[config.mk]
export PLATFORM = sky130hd
export DESIGN_NAME = ad_ip_jesd204_tpl_axi_master
export DESIGN_NICKNAME = d
export VERILOG_FILES = /design/src/rtl/ad_ip_jesd204_tpl_axi_master.sv
export SDC_FILE = /design/constraint.sdc
export NUM_CORES = 1
export LEC_CHECK = 0
export BUFFER_PORTS_ARGS = -buffer_cell sky130_fd_sc_hd__buf_4
export CORE_MARGIN = 2
export CORE_UTILIZATION = 40
export DETAILED_ROUTE_END_ITERATION = 6
export HOLD_SLACK_MARGIN = 0.05
export PLACE_DENSITY = 0.8
export SYNTH_ARGS = -nofsm -noshare
export SYNTH_HDL_FRONTEND = slang
export SYNTH_SLANG_ARGS = --single-unit
[constraint.sdc]
create_clock -name up_clk -period 2.1 [get_ports up_clk]
set_input_delay 0 -clock up_clk [delete_from_list [all_inputs] [get_ports up_clk]]
set_output_delay 0 -clock up_clk [all_outputs]
set_load 0.05 [all_outputs]
[src/rtl/ad_ip_jesd204_tpl_axi_master.sv]
// AXI4-Lite initiator for the up_* register bus, one transaction in flight; optional TPL_AXI_MASTER_TIMEOUT_EN.
// Latency: AXI valids 1 cycle after accept, ack 1 cycle after B/R handshake; stalls on slave, drops requests while busy.
module ad_ip_jesd204_tpl_axi_master #(
    parameter int AXI_ADDRESS_WIDTH = 13,
    parameter int TIMEOUT_CYCLES    = 1023
) (
    input  logic                           up_clk,
    input  logic                           up_rstn,
    input  logic                           up_wreq,
    input  logic [AXI_ADDRESS_WIDTH-3:0]   up_waddr,
    input  logic [31:0]                    up_wdata,
    output logic                           up_wack,
    input  logic                           up_rreq,
    input  logic [AXI_ADDRESS_WIDTH-3:0]   up_raddr,
    output logic [31:0]                    up_rdata,
    output logic                           up_rack,
    output logic                           up_err,
    output logic                           up_busy,
    output logic                           up_drop,
    output logic                           m_axi_awvalid,
    input  logic                           m_axi_awready,
    output logic [AXI_ADDRESS_WIDTH-1:0]   m_axi_awaddr,
    output logic [2:0]                     m_axi_awprot,
    output logic                           m_axi_wvalid,
    input  logic                           m_axi_wready,
    output logic [31:0]                    m_axi_wdata,
    output logic [3:0]                     m_axi_wstrb,
    input  logic                           m_axi_bvalid,
    output logic                           m_axi_bready,
    input  logic [1:0]                     m_axi_bresp,
    output logic                           m_axi_arvalid,
    input  logic                           m_axi_arready,
    output logic [AXI_ADDRESS_WIDTH-1:0]   m_axi_araddr,
    output logic [2:0]                     m_axi_arprot,
    input  logic                           m_axi_rvalid,
    output logic                           m_axi_rready,
    input  logic [31:0]                    m_axi_rdata,
    input  logic [1:0]                     m_axi_rresp
);

    localparam int UAW = AXI_ADDRESS_WIDTH - 2;

    typedef enum logic [2:0] {
        IDLE    = 3'd0,
        WR_AW_W = 3'd1,
        WR_B    = 3'd2,
        RD_AR   = 3'd3,
        RD_R    = 3'd4,
        ACK     = 3'd5
    } state_t;

    state_t         state;
    state_t         state_nxt;
    logic [UAW-1:0] waddr_q;
    logic [UAW-1:0] raddr_q;
    logic [31:0]    wdata_q;
    logic           is_wr;
    logic           rd_pend;
    logic           aw_done;
    logic           w_done;
    logic           resp_err;
    logic           accept;
    logic           aw_hs;
    logic           w_hs;
    logic           ack_to_rd;
    logic           tmo;
    logic           unused_resp_lsb;

    assign accept          = (state == IDLE) && (up_wreq || up_rreq);
    assign aw_hs           = m_axi_awvalid && m_axi_awready;
    assign w_hs            = m_axi_wvalid && m_axi_wready;
    assign ack_to_rd       = (state == ACK) && rd_pend;
    assign unused_resp_lsb = m_axi_bresp[0] ^ m_axi_rresp[0];

`ifdef TPL_AXI_MASTER_TIMEOUT_EN
    localparam int CW = ($clog2(TIMEOUT_CYCLES + 1) > 10) ? $clog2(TIMEOUT_CYCLES + 1) : 10;
    // counter starts at 0 in the first in-flight cycle, so this lands the ack TIMEOUT_CYCLES after accept
    localparam logic [CW-1:0] TMO_LAST = CW'(TIMEOUT_CYCLES - 2);

    logic [CW-1:0] tmo_cnt;
    logic          in_flight;

    assign in_flight = (state != IDLE) && (state != ACK);

    always_ff @(posedge up_clk or negedge up_rstn) begin
        if (!up_rstn) begin
            tmo_cnt <= '0;
        end else if (accept || ack_to_rd) begin
            tmo_cnt <= '0;
        end else if (in_flight) begin
            tmo_cnt <= tmo_cnt + 1'b1;
        end
    end

    assign tmo = in_flight && (tmo_cnt == TMO_LAST);
`else
    localparam int unused_timeout_cycles = TIMEOUT_CYCLES;
    assign tmo = 1'b0;
`endif

    always_ff @(posedge up_clk or negedge up_rstn) begin
        if (!up_rstn) begin
            state <= IDLE;
        end else begin
            state <= state_nxt;
        end
    end

    always_comb begin
        state_nxt = state;
        case (state)
            IDLE:    if (up_wreq) state_nxt = WR_AW_W;
                     else if (up_rreq) state_nxt = RD_AR;
            WR_AW_W: if (tmo) state_nxt = ACK;
                     else if ((aw_done || aw_hs) && (w_done || w_hs)) state_nxt = WR_B;
            WR_B:    if (m_axi_bvalid || tmo) state_nxt = ACK;
            RD_AR:   if (tmo) state_nxt = ACK;
                     else if (m_axi_arready) state_nxt = RD_R;
            RD_R:    if (m_axi_rvalid || tmo) state_nxt = ACK;
            ACK:     state_nxt = rd_pend ? RD_AR : IDLE;
            default: state_nxt = IDLE;
        endcase
    end

    always_comb begin
        m_axi_awvalid = (state == WR_AW_W) && !aw_done;
        m_axi_wvalid  = (state == WR_AW_W) && !w_done;
        m_axi_bready  = (state == WR_B);
        m_axi_arvalid = (state == RD_AR);
        m_axi_rready  = (state == RD_R);
        up_wack       = (state == ACK) && is_wr;
        up_rack       = (state == ACK) && !is_wr;
        up_err        = (state == ACK) && resp_err;
        up_busy       = (state != IDLE);
    end

    assign m_axi_awaddr = {waddr_q, 2'b00};
    assign m_axi_araddr = {raddr_q, 2'b00};
    assign m_axi_wdata  = wdata_q;
    assign m_axi_awprot = 3'b000;
    assign m_axi_arprot = 3'b000;
    assign m_axi_wstrb  = 4'hf;

    always_ff @(posedge up_clk or negedge up_rstn) begin
        if (!up_rstn) begin
            waddr_q  <= '0;
            raddr_q  <= '0;
            wdata_q  <= '0;
            is_wr    <= 1'b0;
            rd_pend  <= 1'b0;
            aw_done  <= 1'b0;
            w_done   <= 1'b0;
            resp_err <= 1'b0;
            up_rdata <= '0;
            up_drop  <= 1'b0;
        end else begin
            up_drop <= (state != IDLE) && (up_wreq || up_rreq);
            if (accept) begin
                is_wr   <= up_wreq;
                rd_pend <= up_wreq && up_rreq;
                aw_done <= 1'b0;
                w_done  <= 1'b0;
                if (up_wreq) begin
                    waddr_q <= up_waddr;
                    wdata_q <= up_wdata;
                end
                if (up_rreq) begin
                    raddr_q <= up_raddr;
                end
            end
            if (aw_hs) aw_done <= 1'b1;
            if (w_hs) w_done <= 1'b1;
            // the queued read behind a write starts straight from ACK
            if (ack_to_rd) begin
                is_wr   <= 1'b0;
                rd_pend <= 1'b0;
            end
            if (tmo) begin
                resp_err <= 1'b1;
                if (!is_wr) up_rdata <= '0;
            end else if ((state == WR_B) && m_axi_bvalid) begin
                resp_err <= m_axi_bresp[1];
            end else if ((state == RD_R) && m_axi_rvalid) begin
                resp_err <= m_axi_rresp[1];
                up_rdata <= m_axi_rdata;
            end
        end
    end

endmodule

==> results.json, run 1 <==
{
  "cp-end-kind": "output port",
  "design_area_um2": 6638,
  "status": "complete, no violations",
  "path_cells": "buf_4 > or3b_2 > nor2_1 > buf_4",
  "ff2ff_setup_slack_ns": 0.29,
  "ys.flop_type": "dfrtp_1",
  "crit_start": "state[0]",
  "layout_common_cells": "buf_4 (195), dlygate4sd3_1 (97), dfrtp_1 (95)",
  "drtPass1Iterations": 4,
  "startpoint_type": "flip-flop",
  "max_freq_ghz": 0.5195,
  "floorplan.die_area_um2": 10660,
  "powerDensity_nw_per_um2": 1749,
  "layout.nets": 653,
  "synth_warnings": 0,
  "vdd_drop_max_v": 0.001042,
  "maxSlewViolCount": 0,
  "cp_top_family": "simple AND/OR/NAND/NOR gates",
  "crit_slowest_cell": "dfrtp_1",
  "crit_cells": 4,
  "rows": 36,
  "hold_viol_final": 0,
  "post-place-cells": 579,
  "clkLatencyLatePin_ns": 0.35,
  "setup_viol": 0,
  "critical_path.max_fanout": 13,
  "drt-total-wl_um": 10670,
  "grt_max_degree": 45,
  "final_common_cell": "buf_4",
  "cts_setup_buffers": 0,
  "cts_tree": "done",
  "hold_class": "input pin to asynchronous set/reset pin",
  "cts_sinks": 95,
  "layout_min_cycle_time_ns": 1.925,
  "internal-power_uw": 5886,
  "postPlaceCellArea_um2": 5456,
  "p_clk_frac": 0.107,
  "n_antenna_cell": 0,
  "p_leak_uw": 0.003166,
  "crit_end": "m_axi_awvalid",
  "die_w_um": 103.3,
  "path_common_cell": "buf_4",
  "drtIter0Drc": 86,
  "cp.arrival_ns": 1.92,
  "critPathMaxStageDelay_ns": 0.48,
  "seq_power_share": 0.291,
  "io_pins": 209,
  "clkTransAtPathRegs_ns": 0.08,
  "wl_per_cell_um": 15.42,
  "final_cells": 692,
  "drive_gt1_frac": 0.5385,
  "cts_made_buffers": 9,
  "drtAntennaViolNets": 0,
  "drc": 0,
  "path_buf_inv": 2,
  "syn_area_per_cell_um2": 14.93,
  "floorplan.initialDensity": 0.4070,
  "tightest_slew_ns": 0.5977,
  "setup_tns_ns": 0,
  "vias_per_cell": 4.611,
  "grt_pass1_vias": 3291,
  "hold_ws_ns": 0.1865,
  "via_count": 3191,
  "worst_slack_ns": 0.1751,
  "worstReg2RegEnd": "raddr_q[0]",
  "ys_seq_area_frac": 0.6032,
  "synth_edf_count": 0,
  "path_class": "flip-flop to output port",
  "synthArstFlopShare": 1.000,
  "grt.overflow.total": 0,
  "crit_required_ns": 2.10,
  "r2r-start": "state[1]",
  "area_growth_pct": 68.41,
  "rsz0062_at_grt": "no",
  "worstRegToRegCells": 3,
  "clock_skew_ns": 0.009554,
  "ys_ff_latch": 95,
  "syn_inst": 264,
  "wl_met3_um": 697,
  "die_h_um": 103.3,
  "p_comb_frac": 0.603,
  "synth_area_um2": 3941,
  "p_sw_uw": 5724,
  "wl_met1_um": 3899,
  "numPortBuffers": 192,
  "root_buffer": "clkbuf_8",
  "dr_wl_met2_um": 5822,
  "globalplace.congestion": 0.8845,
  "ys_types": 38,
  "relSlewSlack": 0.6015,
  "fin_crit_sh": 0.9166,
  "dpl.hpwl_um": 6658,
  "swShare": 0.4930,
  "track_usage": 0.1970,
  "htree_levels": 3,
  "antenna_found_initial": 0,
  "topRoutingLayerUsed": "met4",
  "grt_pass1_wl_um": 15970,
  "core_area_um2": 9684,
  "clock_path_buffers": 2,
  "maxCapViolCount": 0,
  "dp_slack_ns": 0.2837
}
## logic make-up after synthesis
family / share of synthesized area
AOI/OAI and AO/OA: 0.03556
DFF: 0.6032
and+or+nand+nor: 0.04286
other: 0.001905
muxes: 0.2549
buffers and inverters: 0.06159
## power groups by stage
| stage | Combinational [uW] | Clock, uW | Sequential (uW) |
|---|---|---|---|
| CTS | 6980 | 1290 | 3350 |
| global route | 7270 | 1360 | 3500 |
| global placement | 6740 | 0 | 3310 |
| floorplan | 1920 | 0 | 6260 |
| detailed placement | 6820 | 0 | 3380 |
| finish | 7000 | 1240 | 3370 |
## per-stage QoR
step,utilization,total power [uW]
after detailed placement,0.5634,10200
final,0.6854,11610
after floorplan,-,8187
after global routing,0.6854,12130
after CTS,0.6854,11620
after global placement,0.5634,10050
## repair_timing
item | CTS | global route
hold buffers | 97 | 0
hold endpoints to repair | 136 | 0
resized for setup | 0 | 0
## Yosys cell counts (2+ instances only)
library cell | instances | share of area
dfrtp_1 | 95 | 0.60
mux2_2 | 80 | 0.23
buf_4 | 18 | 0.034
nor2_1 | 9 | 0.0086
buf_6 | 7 | 0.020
mux2_1 | 7 | 0.020
a21oi_1 | 3 | 0.0038
and3_1 | 3 | 0.0048
inv_1 | 3 | 0.0029
nor2b_1 | 3 | 0.0048
a21o_1 | 2 | 0.0038
a22o_1 | 2 | 0.0044
and2_1 | 2 | 0.0032
buf_2 | 2 | 0.0025
conb_1 | 2 | 0.0019
nor3_1 | 2 | 0.0025
o21ai_0 | 2 | 0.0025
or3b_2 | 2 | 0.0044
## cell type report
| cell class | instances | area (um^2) |
|---|---|---|
| fillers | 638 | 3047 |
| repair buffers | 295 | 2495 |
| flip-flops and latches | 95 | 2377 |
| multi-input cells | 149 | 1374 |
| clock buffers | 14 | 172.7 |
| well taps | 133 | 166.4 |
| clock inverters | 2 | 37.54 |
| inverters | 4 | 15.01 |
## worst min path at each step
stage | from | endpoint
after detailed placement | up_rstn | m_axi_wdata[14]
after floorplan | up_rstn | aw_done
after global placement | up_rstn | m_axi_wdata[14]
after CTS | up_rstn | m_axi_wdata[7]
final | up_rstn | m_axi_wdata[14]
after global routing | up_rstn | m_axi_wdata[7]
## sequential cells by signal (all words and copies together), names as in the netlist
register,flops
is_wr,1
state,3
m_axi_wdata,32
waddr_q,11
raddr_q,11
up_rdata,32
w_done,1
resp_err,1
up_drop,1
aw_done,1
rd_pend,1
## per-layer routing
layer  track usage  vias to the layer above
met3       0.04234                       22
met2        0.3756                      129
li1              -                     1480
met1        0.2081                     1560
met5             0                        -
met4       0.08401                        0
Power figures use the tool's default switching activity.
==> run 2: changes to the inputs <==
Clock period 2.1 ns to 2.4 ns, I/O delays scaled along.
==> results.json, run 2 (synthesis results as in run 1) <==
{
  "cp.arrival_ns": 2.55,
  "io_pins": 209,
  "finalPower_uw": 10000,
  "path_cells": "and4bb_1 > mux2_4 > mux2_2 > dlygate4sd3_1",
  "drt-total-wl_um": 10780,
  "maxCapViolCount": 0,
  "wl_per_cell_um": 15.63,
  "floorplan.initialDensity": 0.4070,
  "internal-power_uw": 4955,
  "die_w_um": 103.3,
  "vias_per_cell": 4.567,
  "grt.overflow.total": 0,
  "setup_tns_ns": 0,
  "layout_min_cycle_time_ns": 2.313,
  "cts_setup_buffers": 0,
  "dpl.hpwl_um": 6645,
  "path_class": "flip-flop to flip-flop",
  "htree_levels": 3,
  "topRoutingLayerUsed": "met4",
  "via_count": 3151,
  "drc": 0,
  "hp-start": "up_rreq",
  "wl_met3_um": 692,
  "clock_skew_ns": 0.009439,
  "grt_pass1_vias": 3372,
  "max_freq_ghz": 0.4323,
  "antenna_found_initial": 0,
  "cts_made_buffers": 9,
  "clkTransAtPathRegs_ns": 0.09,
  "hold_end": "rd_pend",
  "crit_slowest_cell": "dfrtp_1",
  "cts_tree": "done",
  "n_antenna_cell": 0,
  "core_area_um2": 9684,
  "rows": 36,
  "drive_gt1_frac": 0.5386,
  "track_usage": 0.1997,
  "hold_viol_final": 0,
  "path_buf_inv": 1,
  "ctsResizeCount": 0,
  "drtIter0Drc": 34,
  "p_sw_uw": 5045,
  "swShare": 0.5045,
  "tightest_slew_ns": 0.5864,
  "floorplan.die_area_um2": 10660,
  "drtAntennaViolNets": 0,
  "ff2ff_setup_slack_ns": 0.09,
  "hold_class": "input pin to flip-flop",
  "status": "complete, no violations",
  "wl_met1_um": 4295,
  "worstHoldPathCells": 3,
  "p_clk_frac": 0.094,
  "startpoint_type": "flip-flop",
  "maxSlewViolCount": 0,
  "cp-end-kind": "flip-flop",
  "layout.nets": 651,
  "die_h_um": 103.3,
  "cp_top_family": "flip-flops",
  "rsz0062_at_grt": "no",
  "clkLatencyLatePin_ns": 0.35,
  "root_buffer": "clkbuf_8",
  "area_growth_pct": 66.54,
  "p_leak_uw": 0.003141,
  "worstReg2RegEnd": "resp_err",
  "critPathMaxStageDelay_ns": 0.60,
  "setup_viol": 0,
  "relSlewSlack": 0.6091,
  "numPortBuffers": 192,
  "vdd_drop_max_v": 0.0009282,
  "p_comb_frac": 0.610,
  "fin_crit_sh": 0.9639,
  "worstRegToRegCells": 4,
  "seq_power_share": 0.296,
  "layout_common_cells": "buf_4 (195), dlygate4sd3_1 (96), dfrtp_1 (95)",
  "drtPass1Iterations": 4,
  "final_common_cell": "buf_4",
  "clock_path_buffers": 2,
  "dr_wl_met2_um": 5612,
  "cts_sinks": 95,
  "grt_max_degree": 38,
  "crit_required_ns": 2.64,
  "globalplace.congestion": 0.7331,
  "critical_path.max_fanout": 18,
  "powerDensity_nw_per_um2": 1524,
  "grt_pass1_wl_um": 16300,
  "r2r-start": "state[0]"
}
run 2: power by group through the flow:
stage	registers (uW)	logic, uW	clock network [uW]
detailed placement	2970	5940	0
CTS	2940	6090	965
floorplan	5480	1680	0
global placement	2920	5840	0
finish	2960	6100	940
global route	3070	6370	1040
run 2: stage by stage:
step | instances | setup WS, ns | hold WS, ns | instance area [um^2] | util
5_1_grt | 690 | 0.01319 | 0.07179 | 6564 | 0.6778
6_report | 690 | 0.08675 | 0.08092 | 6564 | 0.6778
3_5_place_dp | 578 | 0.4872 | -0.06246 | 5430 | 0.5607
3_3_place_gp | 578 | 0.5604 | -0.07389 | 5430 | 0.5607
4_1_cts | 690 | 0.08801 | 0.05341 | 6564 | 0.6778
2_1_floorplan | 276 | 0.2864 | -0.2956 | 3986 | -
run 2: cell type report:
cell class | count | area [um^2]
timing repair buffer | 293 | 2465
clock buffer | 9 | 123.9
multi-input combinational | 149 | 1368
tap | 133 | 166.4
fill | 665 | 3120
sequential | 95 | 2377
clock inverter | 7 | 48.80
inverter | 4 | 15.01
run 2: worst max-delay path by stage:
stage	from	endpoint	slack, ns	depth (start not counted)
after floorplan	state[1]	up_rack	0.29	2
after global placement	state[0]	raddr_q[7]	0.56	3
after detailed placement	state[0]	raddr_q[0]	0.49	3
after CTS	state[0]	resp_err	0.09	4
after global routing	state[0]	resp_err	0.01	4
final	state[0]	resp_err	0.09	4
run 2: what timing repair did:
| action | CTS | global route |
|---|---|---|
| hold buffers | 96 | 0 |
| hold endpoints to repair | 152 | 0 |
| setup endpoints to repair | 0 | 0 |
run 2: metal layers:
| metal | track usage | vias up |
|---|---|---|
| met5 | 0 | - |
| met4 | 0.08097 | 0 |
| met3 | 0.04973 | 15 |
| met2 | 0.3551 | 130 |
| met1 | 0.2306 | 1533 |
| li1 | - | 1473 |
run 2: worst register-to-register path, stage by stage, from the launching register on:
cell	delay, ns
dfrtp_1	0.60
and4bb_1	0.47
mux2_4	0.32
mux2_2	0.25
dlygate4sd3_1	0.56
==> run 3: changes to the inputs <==
Settings changed: GPL_TIMING_DRIVEN from default to 0.
==> results.json, run 3 (synthesis results as in run 1) <==
{
  "status": "complete, no violations",
  "htree_levels": 3,
  "core_area_um2": 9684,
  "p_leak_uw": 0.003256,
  "cp-end-kind": "flip-flop",
  "drive_gt1_frac": 0.5508,
  "path_buf_inv": 3,
  "cts_made_buffers": 9,
  "critical_path.max_fanout": 9,
  "hold_class": "input pin to flip-flop",
  "maxSlewViolCount": 0,
  "via_count": 3272,
  "clock_path_buffers": 2,
  "critPathMaxStageDelay_ns": 0.55,
  "die_h_um": 103.3,
  "crit_slowest_cell": "dlygate4sd3_1",
  "final_cells": 714,
  "fin_crit_sh": 0.9041,
  "worstRegToRegCells": 6,
  "grt.overflow.total": 0,
  "dpl.hpwl_um": 6843,
  "wl_per_cell_um": 15.64,
  "die_w_um": 103.3,
  "hold_ws_ns": 0.3063,
  "tightest_slew_ns": 1.177,
  "path_cells": "buf_6 > and4bb_1 > buf_2 > mux2_4 > mux2_2 > dlygate4sd3_1",
  "drt-total-wl_um": 11170,
  "numPortBuffers": 192,
  "cts_tree": "done",
  "layout_common_cells": "buf_4 (210), dlygate4sd3_1 (97), dfrtp_1 (95)",
  "clkTransAtPathRegs_ns": 0.08,
  "layout.nets": 675,
  "grt_pass1_wl_um": 16640,
  "worstHoldPathCells": 4,
  "path_class": "flip-flop to flip-flop",
  "final_common_cell": "buf_4",
  "root_buffer": "clkbuf_8",
  "io_pins": 209,
  "cts_setup_buffers": 0,
  "drtIter0Drc": 75,
  "postPlaceCellArea_um2": 5594,
  "maxCapViolCount": 0,
  "ff2ff_setup_slack_ns": 0.23,
  "startpoint_type": "flip-flop",
  "hp-start": "m_axi_rvalid",
  "design_area_um2": 6740,
  "post-place-cells": 601,
  "crit_start": "state[0]",
  "crit_required_ns": 2.63,
  "clock_skew_ns": 0.01185,
  "relSlewSlack": 0.2155,
  "grt_pass1_vias": 3524,
  "rsz0062_at_grt": "no",
  "grt_max_degree": 96,
  "antenna_found_initial": 0,
  "setup_viol": 0,
  "cp_top_family": "buffers and inverters",
  "track_usage": 0.2025,
  "vias_per_cell": 4.583,
  "powerDensity_nw_per_um2": 1504,
  "hold_viol_final": 0,
  "floorplan.die_area_um2": 10660,
  "max_freq_ghz": 0.4609,
  "vdd_drop_max_v": 0.0008776,
  "crit_cells": 6,
  "drc": 0,
  "cts_sinks": 95,
  "n_antenna_cell": 0,
  "r2r-start": "state[0]",
  "clkLatencyLatePin_ns": 0.35,
  "globalplace.congestion": 0.7631,
  "drtAntennaViolNets": 0,
  "rows": 36,
  "layout_min_cycle_time_ns": 2.170,
  "cp.arrival_ns": 2.40,
  "setup_tns_ns": 0,
  "drtPass1Iterations": 6,
  "floorplan.initialDensity": 0.4070,
  "area_growth_pct": 71.02
}
-- run 3: path summary, 6_finish.rpt --
kind                                end
setup / recovery               resp_err
hold / removal                 state[0]
setup reg to reg               resp_err
hold reg to reg              waddr_q[6]
max in group asynchronous    waddr_q[0]
min in group asynchronous  up_rdata[25]
-- run 3: repair_timing --
item,4_1_cts,5_1_grt
gates resized for setup,0,0
hold buffers,97,0
hold endpoints to repair,189,0
-- run 3: routing by layer --
metal | vias up | GRT usage | part of all wire
met2 | 145 | 0.3651 | 0.51
met4 | 0 | 0.08097 | 0.024
met3 | 24 | 0.05108 | 0.068
met1 | 1582 | 0.2296 | 0.40
li1 | 1521 | - | -
met5 | - | 0 | 0
-- run 3: final cells by class --
cell class                 instances  area [um^2]
timing repair buffer             289         2412
fill                             648         2944
clock buffer                      11        141.4
sequential                        95         2377
tap                              133        166.4
multi-input combinational        149         1366
inverter                           4        15.01
buffer                            28        227.7
clock inverter                     5        33.78
-- run 3: stage by stage --
stage          setup WS, ns  power (uW)  utilization
2_1_floorplan        0.2864        7156            -
3_3_place_gp         0.7115        8868       0.5776
3_5_place_dp         0.6848        9019       0.5776
4_1_cts              0.2109       10120       0.6960
5_1_grt              0.1501       10590       0.6960
6_report             0.2302       10140       0.6960
-- run 3: worst min-delay path, delay by kind of cell --
kind,cells,cell delay (ns)
simple gates,1,0.19
compound gates,2,0.31
buf+inv,1,0.11
-- run 3: report_power, final --
part | switching (uW) | internal, uW | leakage (uW)
clock | 545 | 404 | 0.0000853
combinational | 4050 | 2240 | 0.00203
sequential | 472 | 2420 | 0.00114
total | 5070 | 5070 | 0.00326
